**src/rtl/flappy_pkg.sv**
```systemverilog
// Shared types and constants for the Flappy Bird game controller.
//   game_state_t : top-level game flow states (encoding is visible on state_o)
//   bcd2_t       : two-digit packed BCD value {tens, ones}
//   lfsr_next    : one step of the 8-bit gap-selection LFSR
package flappy_pkg;

    typedef enum logic [1:0] {
        S_IDLE  = 2'd0,
        S_PLAY  = 2'd1,
        S_OVER  = 2'd2,
        S_CLEAR = 2'd3
    } game_state_t;

    typedef logic [7:0] bcd2_t;

    localparam int unsigned ROWS      = 16;
    localparam int unsigned ROW_W     = $clog2(ROWS);
    localparam int unsigned GAP_ROWS  = 4;
    // 8 LFSR-selected gap positions, placed one row below centre of the field
    localparam int unsigned GAP_BASE  = (ROWS - GAP_ROWS - 8) / 2 + 1;
    localparam logic [7:0]  LFSR_SEED = 8'hA5;

    // Fibonacci LFSR, taps 8,6,5,4 (bits 7,5,4,3)
    function automatic logic [7:0] lfsr_next(input logic [7:0] s);
        return {s[6:0], s[7] ^ s[5] ^ s[4] ^ s[3]};
    endfunction

endpackage

```
**src/rtl/bcd2_counter.sv**
```systemverilog
// Two-digit BCD up-counter, saturating at 99.
//   clk, reset : clock, synchronous active-high reset
//   clear_i    : return to 00 (wins over inc_i)
//   inc_i      : add one
//   value_o    : registered BCD count {tens, ones}
module bcd2_counter
    import flappy_pkg::*;
(
    input  logic  clk,
    input  logic  reset,
    input  logic  clear_i,
    input  logic  inc_i,
    output bcd2_t value_o
);

    bcd2_t value_q;
    bcd2_t value_d;

    // Next count: ones digit rolls 9->0 with carry into tens
    always_comb begin
        value_d = value_q;
        if (clear_i) begin
            value_d = '0;
        end else if (inc_i && (value_q != 8'h99)) begin
            if (value_q[3:0] == 4'd9) begin
                value_d = {value_q[7:4] + 4'd1, 4'd0};
            end else begin
                value_d = {value_q[7:4], value_q[3:0] + 4'd1};
            end
        end
    end

    always_ff @(posedge clk) begin
        if (reset) begin
            value_q <= '0;
        end else begin
            value_q <= value_d;
        end
    end

    assign value_o = value_q;

endmodule

```
**src/rtl/flappy_game_sequencer.sv**
```systemverilog
// Game flow controller for the 16x16 LED Flappy Bird game.
// Runs IDLE -> PLAY -> OVER -> CLEAR, moves the bird, paces the pipe field
// and keeps the score and the high score.
//   clk, reset     : clock, synchronous active-high reset
//   flap_i         : debounced one-cycle button pulse
//   collide_i      : gameover from collision detector
//   add_point_i    : pipe-passed pulse from collision detector
//   state_o        : 0=IDLE 1=PLAY 2=OVER 3=CLEAR
//   playing_o      : high in PLAY (decoded from state)
//   bird_row_o     : bird row, 0 = top
//   pipe_shift_o   : pulse, shift pipe field one column
//   pipe_load_o    : pulse, inject pipe column; gap_row_o valid with it
//   gap_row_o      : top row of the 4-row gap
//   clear_field_o  : pulse, blank the pipe field
//   score_o        : BCD score
//   high_score_o   : BCD best score since reset
module flappy_game_sequencer
    import flappy_pkg::*;
#(
    parameter int unsigned TICK_DIV     = 2500000,
    parameter int unsigned FALL_PERIOD  = 3,
    parameter int unsigned PIPE_PERIOD  = 2,
    parameter int unsigned PIPE_SPACING = 6,
    parameter int unsigned FLAP_ROWS    = 2,
    parameter int unsigned START_ROW    = 7
) (
    input  logic       clk,
    input  logic       reset,
    input  logic       flap_i,
    input  logic       collide_i,
    input  logic       add_point_i,
    output logic [1:0] state_o,
    output logic       playing_o,
    output logic [3:0] bird_row_o,
    output logic       pipe_shift_o,
    output logic       pipe_load_o,
    output logic [3:0] gap_row_o,
    output logic       clear_field_o,
    output logic [7:0] score_o,
    output logic [7:0] high_score_o
);

    localparam int unsigned TICK_W = (TICK_DIV > 1)     ? $clog2(TICK_DIV)     : 1;
    localparam int unsigned FALL_W = (FALL_PERIOD > 1)  ? $clog2(FALL_PERIOD)  : 1;
    localparam int unsigned PIPE_W = (PIPE_PERIOD > 1)  ? $clog2(PIPE_PERIOD)  : 1;
    localparam int unsigned SP_W   = (PIPE_SPACING > 1) ? $clog2(PIPE_SPACING) : 1;

    localparam logic [TICK_W-1:0] TICK_LAST = TICK_W'(TICK_DIV - 1);
    localparam logic [FALL_W-1:0] FALL_LAST = FALL_W'(FALL_PERIOD - 1);
    localparam logic [PIPE_W-1:0] PIPE_LAST = PIPE_W'(PIPE_PERIOD - 1);
    localparam logic [SP_W-1:0]   SP_LAST   = SP_W'(PIPE_SPACING - 1);

    localparam logic [ROW_W-1:0] START_ROW_V = ROW_W'(START_ROW);
    localparam logic [ROW_W-1:0] FLAP_V      = ROW_W'(FLAP_ROWS);
    localparam logic [ROW_W-1:0] MAX_ROW     = ROW_W'(ROWS - 1);
    localparam logic [ROW_W-1:0] GAP_BASE_V  = ROW_W'(GAP_BASE);

    game_state_t       state_q,      state_d;
    logic [TICK_W-1:0] tick_cnt_q,   tick_cnt_d;
    logic [FALL_W-1:0] fall_cnt_q,   fall_cnt_d;
    logic [PIPE_W-1:0] pipe_cnt_q,   pipe_cnt_d;
    logic [SP_W-1:0]   sp_cnt_q,     sp_cnt_d;
    logic [ROW_W-1:0]  bird_row_q,   bird_row_d;
    logic [7:0]        lfsr_q,       lfsr_d;
    logic [ROW_W-1:0]  gap_row_q,    gap_row_d;
    logic              pipe_shift_q, pipe_shift_d;
    logic              pipe_load_q,  pipe_load_d;
    logic              clear_fld_q,  clear_fld_d;
    bcd2_t             high_score_q, high_score_d;

    logic  tick_c;
    logic  fall_due_c;
    logic  score_clr_c;
    logic  score_inc_c;
    bcd2_t score_val;

    bcd2_counter u_score (
        .clk     (clk),
        .reset   (reset),
        .clear_i (score_clr_c),
        .inc_i   (score_inc_c),
        .value_o (score_val)
    );

    // Next-state, motion and pulse generation
    always_comb begin
        state_d      = state_q;
        tick_cnt_d   = tick_cnt_q;
        fall_cnt_d   = fall_cnt_q;
        pipe_cnt_d   = pipe_cnt_q;
        sp_cnt_d     = sp_cnt_q;
        bird_row_d   = bird_row_q;
        lfsr_d       = lfsr_next(lfsr_q);
        gap_row_d    = gap_row_q;
        pipe_shift_d = 1'b0;
        pipe_load_d  = 1'b0;
        clear_fld_d  = 1'b0;
        high_score_d = high_score_q;
        tick_c       = 1'b0;
        fall_due_c   = 1'b0;
        score_clr_c  = 1'b0;
        score_inc_c  = 1'b0;

        case (state_q)
            S_IDLE: begin
                tick_cnt_d = '0;
                fall_cnt_d = '0;
                pipe_cnt_d = '0;
                sp_cnt_d   = '0;
                bird_row_d = START_ROW_V;
                if (flap_i) begin
                    state_d = S_PLAY;
                end
            end

            S_PLAY: begin
                if (collide_i) begin
                    // Collision freezes everything; score is final here
                    state_d = S_OVER;
                    if (score_val > high_score_q) begin
                        high_score_d = score_val;
                    end
                end else begin
                    tick_c     = (tick_cnt_q == TICK_LAST);
                    tick_cnt_d = tick_c ? '0 : tick_cnt_q + TICK_W'(1);

                    if (tick_c) begin
                        if (fall_cnt_q == FALL_LAST) begin
                            fall_cnt_d = '0;
                            fall_due_c = 1'b1;
                        end else begin
                            fall_cnt_d = fall_cnt_q + FALL_W'(1);
                        end

                        if (pipe_cnt_q == PIPE_LAST) begin
                            pipe_cnt_d   = '0;
                            pipe_shift_d = 1'b1;
                            if (sp_cnt_q == SP_LAST) begin
                                sp_cnt_d    = '0;
                                pipe_load_d = 1'b1;
                                gap_row_d   = GAP_BASE_V + ROW_W'(lfsr_q[2:0]);
                            end else begin
                                sp_cnt_d = sp_cnt_q + SP_W'(1);
                            end
                        end else begin
                            pipe_cnt_d = pipe_cnt_q + PIPE_W'(1);
                        end
                    end

                    // A flap overrides a fall due in the same cycle
                    if (flap_i) begin
                        bird_row_d = (bird_row_q >= FLAP_V) ? bird_row_q - FLAP_V : '0;
                        fall_cnt_d = '0;
                    end else if (fall_due_c && (bird_row_q != MAX_ROW)) begin
                        bird_row_d = bird_row_q + ROW_W'(1);
                    end

                    score_inc_c = add_point_i;
                end
            end

            S_OVER: begin
                if (flap_i) begin
                    state_d     = S_CLEAR;
                    clear_fld_d = 1'b1;
                end
            end

            S_CLEAR: begin
                score_clr_c = 1'b1;
                bird_row_d  = START_ROW_V;
                tick_cnt_d  = '0;
                fall_cnt_d  = '0;
                pipe_cnt_d  = '0;
                sp_cnt_d    = '0;
                state_d     = S_IDLE;
            end

            default: begin
                state_d = S_IDLE;
            end
        endcase
    end

    always_ff @(posedge clk) begin
        if (reset) begin
            state_q      <= S_IDLE;
            tick_cnt_q   <= '0;
            fall_cnt_q   <= '0;
            pipe_cnt_q   <= '0;
            sp_cnt_q     <= '0;
            bird_row_q   <= START_ROW_V;
            lfsr_q       <= LFSR_SEED;
            gap_row_q    <= '0;
            pipe_shift_q <= 1'b0;
            pipe_load_q  <= 1'b0;
            clear_fld_q  <= 1'b0;
            high_score_q <= '0;
        end else begin
            state_q      <= state_d;
            tick_cnt_q   <= tick_cnt_d;
            fall_cnt_q   <= fall_cnt_d;
            pipe_cnt_q   <= pipe_cnt_d;
            sp_cnt_q     <= sp_cnt_d;
            bird_row_q   <= bird_row_d;
            lfsr_q       <= lfsr_d;
            gap_row_q    <= gap_row_d;
            pipe_shift_q <= pipe_shift_d;
            pipe_load_q  <= pipe_load_d;
            clear_fld_q  <= clear_fld_d;
            high_score_q <= high_score_d;
        end
    end

    assign state_o       = state_q;
    assign playing_o     = (state_q == S_PLAY);
    assign bird_row_o    = bird_row_q;
    assign pipe_shift_o  = pipe_shift_q;
    assign pipe_load_o   = pipe_load_q;
    assign gap_row_o     = gap_row_q;
    assign clear_field_o = clear_fld_q;
    assign score_o       = score_val;
    assign high_score_o  = high_score_q;

endmodule
```
**config.mk**
```make
export PLATFORM = sky130hd
export DESIGN_NAME = flappy_game_sequencer
export DESIGN_NICKNAME = d
export VERILOG_FILES = /design/src/rtl/flappy_pkg.sv /design/src/rtl/bcd2_counter.sv /design/src/rtl/flappy_game_sequencer.sv
export SDC_FILE = /design/constraint.sdc
export NUM_CORES = 1
export LEC_CHECK = 0
export ABC_AREA = 1
export BUFFER_PORTS_ARGS = -buffer_cell sky130_fd_sc_hd__buf_2
export CORE_MARGIN = 5
export CORE_UTILIZATION = 54
export CTS_BUF_LIST = sky130_fd_sc_hd__clkbuf_4 sky130_fd_sc_hd__clkbuf_8
export CTS_CLUSTER_SIZE = 10
export DETAILED_ROUTE_END_ITERATION = 7
export PLACE_DENSITY = 0.77
export SLEW_MARGIN = 40
export SYNTH_ARGS = -nofsm -noshare
export SYNTH_HDL_FRONTEND = slang
export SYNTH_SLANG_ARGS = --single-unit
```
**constraint.sdc**
```tcl
create_clock -name clk -period 2.45 [get_ports clk]
set_clock_uncertainty 0.1 [all_clocks]
set_input_delay 0.245 -clock clk [delete_from_list [all_inputs] [get_ports clk]]
set_output_delay 0.245 -clock clk [all_outputs]
set_load 0.01 [all_outputs]
```
==> results.json, run 1 <==
{
  "r2r_start": "state_o[1]",
  "ys.warnings.count": 0,
  "cp_max_fo": 22,
  "cts-root-buf": "clkbuf_8",
  "cts_resized": 0,
  "synth_top_flop_cell": "dfxtp_1",
  "wl_per_cell_um": 12.6,
  "grt_pass1_vias": 3250,
  "cellPowerDensity_nw_per_um2": 898,
  "cap_violations": 0,
  "cts.sinks": 65,
  "die_area_um2": 8630,
  "post-place-ws_ns": 0.249,
  "cp-startpoint": "state_o[1]",
  "synth-seq-cells": 65,
  "drc": 0,
  "fin_crit_sh_pct": 91.3,
  "holdCritPathClass": "in2reg",
  "fp-row-count": 30,
  "worstPathArrival_ns": 2.41,
  "yosys.area.top_type": "dfxtp_1",
  "syn-num-nets": 571,
  "die_x_um": 92.9,
  "antenna_found_initial": 0,
  "hold_viol": 0,
  "vias": 3491,
  "htree_levels": 3,
  "cpPeakStageDelay_ns": 0.40,
  "peakVddDrop_mv": 0.713,
  "min-delay-start": "flap_i",
  "syn_area_per_cell_um2": 6.82,
  "min_to": "clear_field_o",
  "syn_inst": 544,
  "port_buffers": 34,
  "crit_path_end_kind": "flop",
  "slew_headroom_pct": 50.8,
  "startpoint_type": "flop",
  "wl_met3_um": 508,
  "crit_slowest_cell": "dfxtp_1",
  "cts.reportedPaths.clkPinSlew_ns": 0.07,
  "fin_nets": 607,
  "start_util_pct": 54.9,
  "regToRegSetupSlack_ns": 0.21,
  "rr_worst_depth": 10,
  "finalMaxSlewViolations": 0,
  "areaGrowthSynthToFinish_pct": 10.9,
  "drt-total-wl_um": 8410,
  "rsz0062_at_grt": "no",
  "syn_area_um2": 3710,
  "worstMarginPinSlew_ns": 0.735,
  "antenna_cells": 0,
  "insertion_delay_ns": 0.35,
  "cts.path.max_buffers": 2,
  "ys_seq_area_share_pct": 35.1,
  "route.met2.wl_um": 3900,
  "outcome": "complete, no violations",
  "via_per_inst": 5.25,
  "cts_tree": "built",
  "synth_area_leaders": "dfxtp_1 (35%), nand2_1 (11%), nor2_1 (8.2%)",
  "setup_tns_ns": 0,
  "grt_use_total_pct": 20.5,
  "cts_buffers": 9,
  "synth_cell_types": 42,
  "setup_slack_ns": 0.214,
  "cp.required_ns": 2.63,
  "finalSetupViolCount": 0,
  "first_iter_violations": 223,
  "critical_path_class": "reg2reg",
  "drt_first_pass_iters": 5,
  "core_um2": 6760,
  "fin_crit_ns": 2.24,
  "p_leak_nw": 1.86,
  "netlist.area_leader.share_pct": 35.1,
  "dp_hpwl_um": 6260,
  "drt-met1-wl_um": 3910,
  "critPathBufInv": 2,
  "synth_edf_count": 0,
  "overflow": 0,
  "reg2reg_to": "tick_cnt_q[21]",
  "ios": 35,
  "path_cells": "inv_1, ha_1, nand2_2, nand2_4, inv_4, nand3_2, nor2_4, nand2_1, or2_0, a21oi_1",
  "top_layer": "met4",
  "critPathTopFamily": "simple AND/OR/NAND/NOR gates",
  "cts_setup_buffers": 0,
  "gp_congestion": 0.921,
  "hold_depth": 3,
  "drive_gt1_share_pct": 14.2,
  "grt_pass1_wl_um": 14400,
  "ys_async_sr_fraction_pct": 0,
  "grt_max_degree": 26,
  "fmax_mhz": 447,
  "cts_hold_buf": 0,
  "die_h_um": 92.9,
  "ant_nets": 0
}
-- worst register-to-register path, cell delays in order, from the launching register on --
cell and delay [ns]:
dfxtp_1 0.40, inv_1 0.12, ha_1 0.29, nand2_2 0.14, nand2_4 0.11, inv_4 0.22, nand3_2 0.16, nor2_4 0.19
nand2_1 0.09, or2_0 0.20, a21oi_1 0.14
-- metrics by stage --
step	total power (W)	hold slack [ns]	std cells	instance area [um2]	utilization, %
2_1_floorplan	0.00255	0.231	544	3710	-
3_3_place_gp	0.00285	0.295	649	3940	58.3
3_5_place_dp	0.00288	0.303	649	3940	58.3
4_1_cts	0.00370	0.0683	665	4110	60.9
5_1_grt	0.00399	0.0887	665	4110	60.9
6_report	0.00369	0.0806	665	4110	60.9
-- synth_stat cells, types with 2 or more instances --
cell type  count
o211ai_1       3
buf_2          2
or2_2          2
inv_2          3
o21ai_1        4
xnor2_1        2
nand3_2        4
o21ai_0       14
dfxtp_1       65
clkinv_2       2
nor4_1         2
nand2_2        7
nand2_4        3
nor3_1        14
nor2_1        81
clkbuf_1       6
nand4_1       11
nand2_1      109
nor2_2         3
ha_1          22
nand3b_1       2
xor2_1         6
nand3_1       46
a21oi_1       38
a21o_1         2
inv_1         74
nor2_4         2
-- registers in the layout, summed over array words and instances (netlist names) --
name / flops
u_score.value_o: 8
pipe_cnt_q: 1
bird_row_o: 4
tick_cnt_q: 22
fall_cnt_q: 2
state_o: 2
pipe_load_o: 1
high_score_o: 8
gap_row_o: 4
lfsr_q: 8
sp_cnt_q: 3
clear_field_o: 1
pipe_shift_o: 1
-- routing by layer --
layer,GRT usage [%],up-vias
met5,0,-
met4,5.37,0
met3,6.58,14
met2,33.2,94
met1,26.3,1568
li1,-,1815
-- how the worst max path moves through the flow --
stage	end	slack (ns)	cells after the start
6_report	tick_cnt_q[21]	0.21	10
5_1_grt	tick_cnt_q[21]	0.06	10
4_1_cts	tick_cnt_q[21]	0.23	10
3_5_place_dp	tick_cnt_q[21]	0.25	10
3_3_place_gp	tick_cnt_q[21]	0.38	10
2_1_floorplan	tick_cnt_q[21]	0.56	10
-- kinds of logic after synthesis --
group                    share of synthesized area (%)
AO/OA/AOI/OAI                                     9.31
XOR/XNOR                                          1.89
adder cells (fa/ha/maj)                           7.42
buffers and inverters                             9.71
flip-flops                                        35.1
AND/OR/NAND/NOR                                   36.6
-- placed cells by master (no fill, tap or decap), types with 2 or more instances in the layout --
cell,n
a21oi_1,38
dfxtp_1,65
nand2_4,3
xor2_1,6
nor3_1,14
or2_2,2
o21ai_1,4
nor2_4,2
nor2_2,3
inv_1,74
nand3_1,46
nand4_1,11
xnor2_1,2
o211ai_1,3
ha_1,22
inv_2,3
nand2_1,109
nand3b_1,2
clkinv_2,5
nand2_2,7
nor2_1,81
o21ai_0,14
buf_2,34
clkbuf_8,10
nand3_2,4
a21o_1,2
nor4_1,2
-- cell type report --
class                           count  area (um2)
Fill cell                         624        2640
Multi-Input combinational cell    388        2050
Sequential cell                    65        1300
Inverter                           81         309
Timing Repair Buffer               35         178
Clock buffer                       11         145
Tap cell                           80         100
Clock inverter                      5        31.3
-- power by group --
part	total [W]	switching [W]	internal [W]	leakage [nW]
combinational	0.00159	0.00108	0.000512	1.24
sequential	0.00129	0.000113	0.00117	0.529
clock	0.000816	0.000414	0.000402	0.0925
total	0.00369	0.00160	0.00209	1.86
No activity file was read; power rests on OpenSTA's default activity.
==> run 2: changes to the inputs <==
- CORE_ASPECT_RATIO: unset -> 0.8
==> run 2 against run 1 <==
Net effect:
- sequential share of layout area down 0.38 points
- core utilization up 0.43 points
- register-to-register slack better by 0.07 ns
- final area up 1.2%
- clock-buffer cell count down 2
- via count up 1.6%
- global-route usage up 0.52 points
- non-clock buffer count up 3
- critical path type unchanged
- final cell count up 1.5%
==> results.json, run 2 (synthesis results as in run 1) <==
{
  "cts-root-buf": "clkbuf_8",
  "grt_pass1_vias": 3269,
  "setup_tns_ns": 0,
  "fin_area_um2": 4160,
  "largest-register": "tick_cnt_q",
  "wl_per_cell_um": 12.8,
  "cts_buffers": 9,
  "die_x_um": 103,
  "fp-row-count": 27,
  "fin_crit_sh_pct": 88.4,
  "holdCritPathClass": "in2reg",
  "post-place-ws_ns": 0.343,
  "peakVddDrop_mv": 0.402,
  "via_per_inst": 5.25,
  "areaGrowthSynthToFinish_pct": 12.2,
  "dp_hpwl_um": 6450,
  "final_common_cell": "nand2_1",
  "fin_crit_ns": 2.17,
  "htree_levels": 3,
  "drt-total-wl_um": 8640,
  "overflow": 0,
  "hold_viol": 0,
  "worstMarginPinSlew_ns": 0.725,
  "cts_hold_buf": 0,
  "holdWs_ns": 0.103,
  "place_area_um2": 3970,
  "gp_congestion": 1.02,
  "crit_path_end_kind": "flop",
  "antenna_found_initial": 0,
  "outcome": "complete, no violations",
  "ios": 35,
  "multi_input_area_um2": 2050,
  "core_um2": 6790,
  "critical_path_class": "reg2reg",
  "cts_resized": 0,
  "fin_nets": 610,
  "power_w": 0.00382,
  "regArea_um2": 1300,
  "setup_slack_ns": 0.284,
  "cap_violations": 0,
  "largest_register_ffs": 22,
  "startpoint_type": "flop",
  "cts_setup_buffers": 0,
  "cts_tree": "built",
  "drt_first_pass_iters": 5,
  "grt_pass1_wl_um": 14800,
  "vias": 3547,
  "p_leak_nw": 1.87,
  "fillers": 619,
  "grt_use_total_pct": 21.0,
  "rsz0062_at_grt": "no",
  "cts.sinks": 65,
  "finalSetupViolCount": 0,
  "slew_headroom_pct": 51.5,
  "worstPathArrival_ns": 2.35,
  "first_iter_violations": 220,
  "insertion_delay_ns": 0.34,
  "finalMaxSlewViolations": 0,
  "ant_nets": 0,
  "cts.path.max_buffers": 2,
  "start_util_pct": 54.7,
  "cp.required_ns": 2.63,
  "port_buffers": 34,
  "final_cell_mix": "nand2_1 (109), nor2_1 (81), inv_1 (74), dfxtp_1 (65), nand3_1 (46)",
  "grt_max_degree": 21,
  "drc": 0,
  "fmax_mhz": 462,
  "die_area_um2": 8640,
  "drive_gt1_share_pct": 14.6,
  "cts.reportedPaths.clkPinSlew_ns": 0.07,
  "cellPowerDensity_nw_per_um2": 916,
  "antenna_cells": 0,
  "cp_max_fo": 13,
  "die_h_um": 84.1
}
-- run 2: cell count changes in the layout (fill, tap and decap cells not counted) --
| cell | before | now |
|---|---|---|
| clkbuf_4 | 1 | 0 |
| clkinv_2 | 5 | 4 |
| clkinvlp_4 | 1 | 3 |
| clkbuf_8 | 10 | 9 |
| buf_4 | 1 | 4 |
| bufinv_16 | 0 | 1 |
-- run 2: critical path: stages, from the launching register on --
cell	delay (ns)
dfxtp_1	0.40
inv_1	0.12
ha_1	0.29
nand2_2	0.15
nand2_4	0.12
inv_4	0.16
nand3_1	0.18
nor2_1	0.18
nand3_1	0.11
o21ai_1	0.14
inv_1	0.06
nor2_1	0.09
-- run 2: stage by stage --
| step | instances | util [%] |
|---|---|---|
| 3_5_place_dp | 659 | 58.4 |
| 4_1_cts | 675 | 61.3 |
| 2_1_floorplan | 544 | - |
| 3_3_place_gp | 659 | 58.4 |
| 6_report | 675 | 61.3 |
| 5_1_grt | 675 | 61.3 |
-- run 2: layout make-up --
class	count	area share, %
tap	87	2.61
sequential	65	31.3
clock inverter	7	1.71
multi-input combinational	388	49.2
timing repair buffer	38	4.81
inverter	81	7.42
clock buffer	9	2.97
-- run 2: final timing paths --
| check | startpoint | end | slack, ns | cells past startpoint |
|---|---|---|---|---|
| max | state_o[1] | tick_cnt_q[20] | 0.28 | 11 |
| min | flap_i | clear_field_o | 0.10 | 3 |
| max reg2reg | state_o[1] | tick_cnt_q[20] | 0.28 | 11 |
| min reg2reg | lfsr_q[6] | lfsr_q[7] | 0.33 | 1 |
-- run 2: layer usage --
| metal | track usage [%] | share of wire, % | vias to the layer above |
|---|---|---|---|
| met1 | 29.8 | 49 | 1583 |
| met2 | 31.1 | 43 | 125 |
| li1 | - | - | 1825 |
| met3 | 5.07 | 6.7 | 14 |
| met4 | 7.03 | 1.3 | 0 |
| met5 | 0 | 0 | - |
-- run 2: report_power, final --
| part | leakage (nW) | internal, W | total [W] | switching (W) |
|---|---|---|---|---|
| combinational | 1.25 | 0.000528 | 0.00163 | 0.00110 |
| clock | 0.0912 | 0.000467 | 0.000898 | 0.000431 |
| sequential | 0.529 | 0.00117 | 0.00129 | 0.000116 |
| total | 1.87 | 0.00217 | 0.00382 | 0.00165 |
==> run 3: changes to the inputs <==
- CELL_PAD_IN_SITES_DETAIL_PLACEMENT: unset -> 0
- CELL_PAD_IN_SITES_GLOBAL_PLACEMENT: unset -> 2
- CORE_UTILIZATION: 54 -> 34
- PLACE_DENSITY: 0.77 -> 0.84
==> run 3 against run 2 <==
Net effect:
- sequential share of layout area shrank 0.98 points
- register-to-register slack gained 0.04 ns
- combinational power grew 5%
- setup slack gained 0.037 ns
- routed wire length grew 9.4%
- die area grew 52%
- via count shrank 3.3%
- clock-buffer cell count grew 1
- total power grew 4.7%
- critical endpoint is now tick_cnt_q[21]
==> results.json, run 3 (synthesis results as in run 1) <==
{
  "critPathTopFamily": "simple AND/OR/NAND/NOR gates",
  "startpoint_type": "flop",
  "drt-total-wl_um": 9450,
  "htree_levels": 3,
  "fin_crit_sh_pct": 86.9,
  "cts_tree": "built",
  "fin_util_pct": 39.9,
  "dp_hpwl_um": 7280,
  "crit_path_end_kind": "flop",
  "finalSetupViolCount": 0,
  "path_cells": "inv_1, ha_1, nand2_2, nand2_4, inv_4, nand3_2, nor2_4, nand2_1, or2_0, a21oi_1",
  "min-delay-start": "flap_i",
  "grt_use_total_pct": 15.1,
  "critPathBufInv": 2,
  "die_area_um2": 13100,
  "cellPowerDensity_nw_per_um2": 929,
  "first_iter_violations": 251,
  "peakVddDrop_mv": 0.372,
  "via_per_inst": 4.65,
  "drive_gt1_share_pct": 15.5,
  "cpPeakStageDelay_ns": 0.39,
  "drc": 0,
  "fin_area_um2": 4300,
  "die_x_um": 127,
  "rsz0062_at_grt": "no",
  "final_common_cell": "nand2_1",
  "cts.sinks": 65,
  "hold_viol": 0,
  "setup_tns_ns": 0,
  "fin_nets": 616,
  "fin_crit_ns": 2.13,
  "cts-root-buf": "clkbuf_8",
  "cts.reportedPaths.clkPinSlew_ns": 0.07,
  "largest-register": "tick_cnt_q",
  "place_inst": 722,
  "ios": 35,
  "reg2reg_to": "tick_cnt_q[21]",
  "fp-row-count": 34,
  "areaGrowthSynthToFinish_pct": 15.8,
  "slew_headroom_pct": 47.9,
  "grt_max_degree": 26,
  "min_to": "clear_field_o",
  "port_buffers": 34,
  "insertion_delay_ns": 0.35,
  "cp_max_fo": 10,
  "place_area_um2": 4090,
  "crit_slowest_cell": "dfxtp_1",
  "wl_per_cell_um": 12.8,
  "overflow": 0,
  "cts_hold_buf": 0,
  "hold_depth": 3,
  "cp.required_ns": 2.63,
  "cts_buffers": 9,
  "final_cell_mix": "nand2_1 (109), nor2_1 (81), inv_1 (74), dfxtp_1 (65), nand3_1 (46)",
  "p_leak_nw": 1.92,
  "finalMaxSlewViolations": 0,
  "fmax_mhz": 470,
  "worstPathArrival_ns": 2.31,
  "post-place-ws_ns": 0.292,
  "antenna_cells": 0,
  "start_util_pct": 34.5,
  "regToRegSetupSlack_ns": 0.32,
  "grt_pass1_vias": 3149,
  "ant_nets": 0,
  "critical_path_class": "reg2reg",
  "grt_pass1_wl_um": 15600,
  "rr_worst_depth": 10,
  "core_um2": 10800,
  "vias": 3429,
  "worstMarginPinSlew_ns": 0.779,
  "cts.path.max_buffers": 2,
  "drt_first_pass_iters": 4,
  "die_h_um": 103,
  "r2r_start": "state_o[1]",
  "outcome": "complete, no violations",
  "holdCritPathClass": "in2reg",
  "cap_violations": 0,
  "cts_setup_buffers": 0,
  "finalNonFillerCells": 738,
  "setup_slack_ns": 0.321,
  "largest_register_ffs": 22,
  "cts_resized": 0,
  "gp_congestion": 0.814,
  "antenna_found_initial": 0
}
[run 3: cell types whose count changed in the layout (fill, tap and decap cells not counted)]
| cell | change |
|---|---|
| buf_4 | +6 |
| clkinvlp_4 | -2 |
| bufinv_16 | +1 |
| clkbuf_4 | +1 |
| clkinv_2 | +1 |
| clkinv_4 | -1 |
[run 3: metal layers]
metal / routed length (um) / track usage (%) / vias to the layer above / part of all wire (%)
met1: 5190 / 22.4 / 1529 / 55
li1: - / - / 1826 / -
met4: 142 / 5.28 / 0 / 1.5
met2: 3730 / 21.1 / 63 / 39
met3: 382 / 3.80 / 11 / 4.0
met5: 0 / 0 / - / 0
[run 3: how the worst max path moves through the flow]
stage | end | from | depth (start not counted) | slack [ns]
floorplan | tick_cnt_q[21] | state_o[1] | 10 | 0.56
global placement | tick_cnt_q[15] | state_o[1] | 11 | 0.34
detailed placement | tick_cnt_q[21] | state_o[1] | 10 | 0.29
CTS | tick_cnt_q[21] | state_o[1] | 10 | 0.29
global route | tick_cnt_q[20] | state_o[1] | 11 | 0.05
finish | tick_cnt_q[21] | state_o[1] | 10 | 0.32
[run 3: worst reg2reg max path, stage by stage, from the launching register on]
cell	delay, ns
dfxtp_1	0.39
inv_1	0.11
ha_1	0.29
nand2_2	0.14
nand2_4	0.12
inv_4	0.14
nand3_2	0.14
nor2_4	0.19
nand2_1	0.10
or2_0	0.20
a21oi_1	0.14
[run 3: through the flow]
stage / total power [W] / hold slack [ns]
finish: 0.00399 / 0.0888
global route: 0.00432 / 0.0778
CTS: 0.00405 / 0.0632
detailed placement: 0.00302 / 0.318
global placement: 0.00302 / 0.296
floorplan: 0.00255 / 0.231
[run 3: final cells by class]
type                       count  area, um2
clock buffer                  10        131
multi-input combinational    388       2050
clock inverter                 6       82.6
fill                        1137       6460
inverter                      81        309
tap                          144        180
sequential                    65       1300
timing repair buffer          44        245
[run 3: power by group]
part	internal, W	leakage (nW)	switching, W
sequential	0.00117	0.529	0.000117
combinational	0.000575	1.28	0.00113
clock	0.000579	0.109	0.000418
total	0.00233	1.92	0.00166
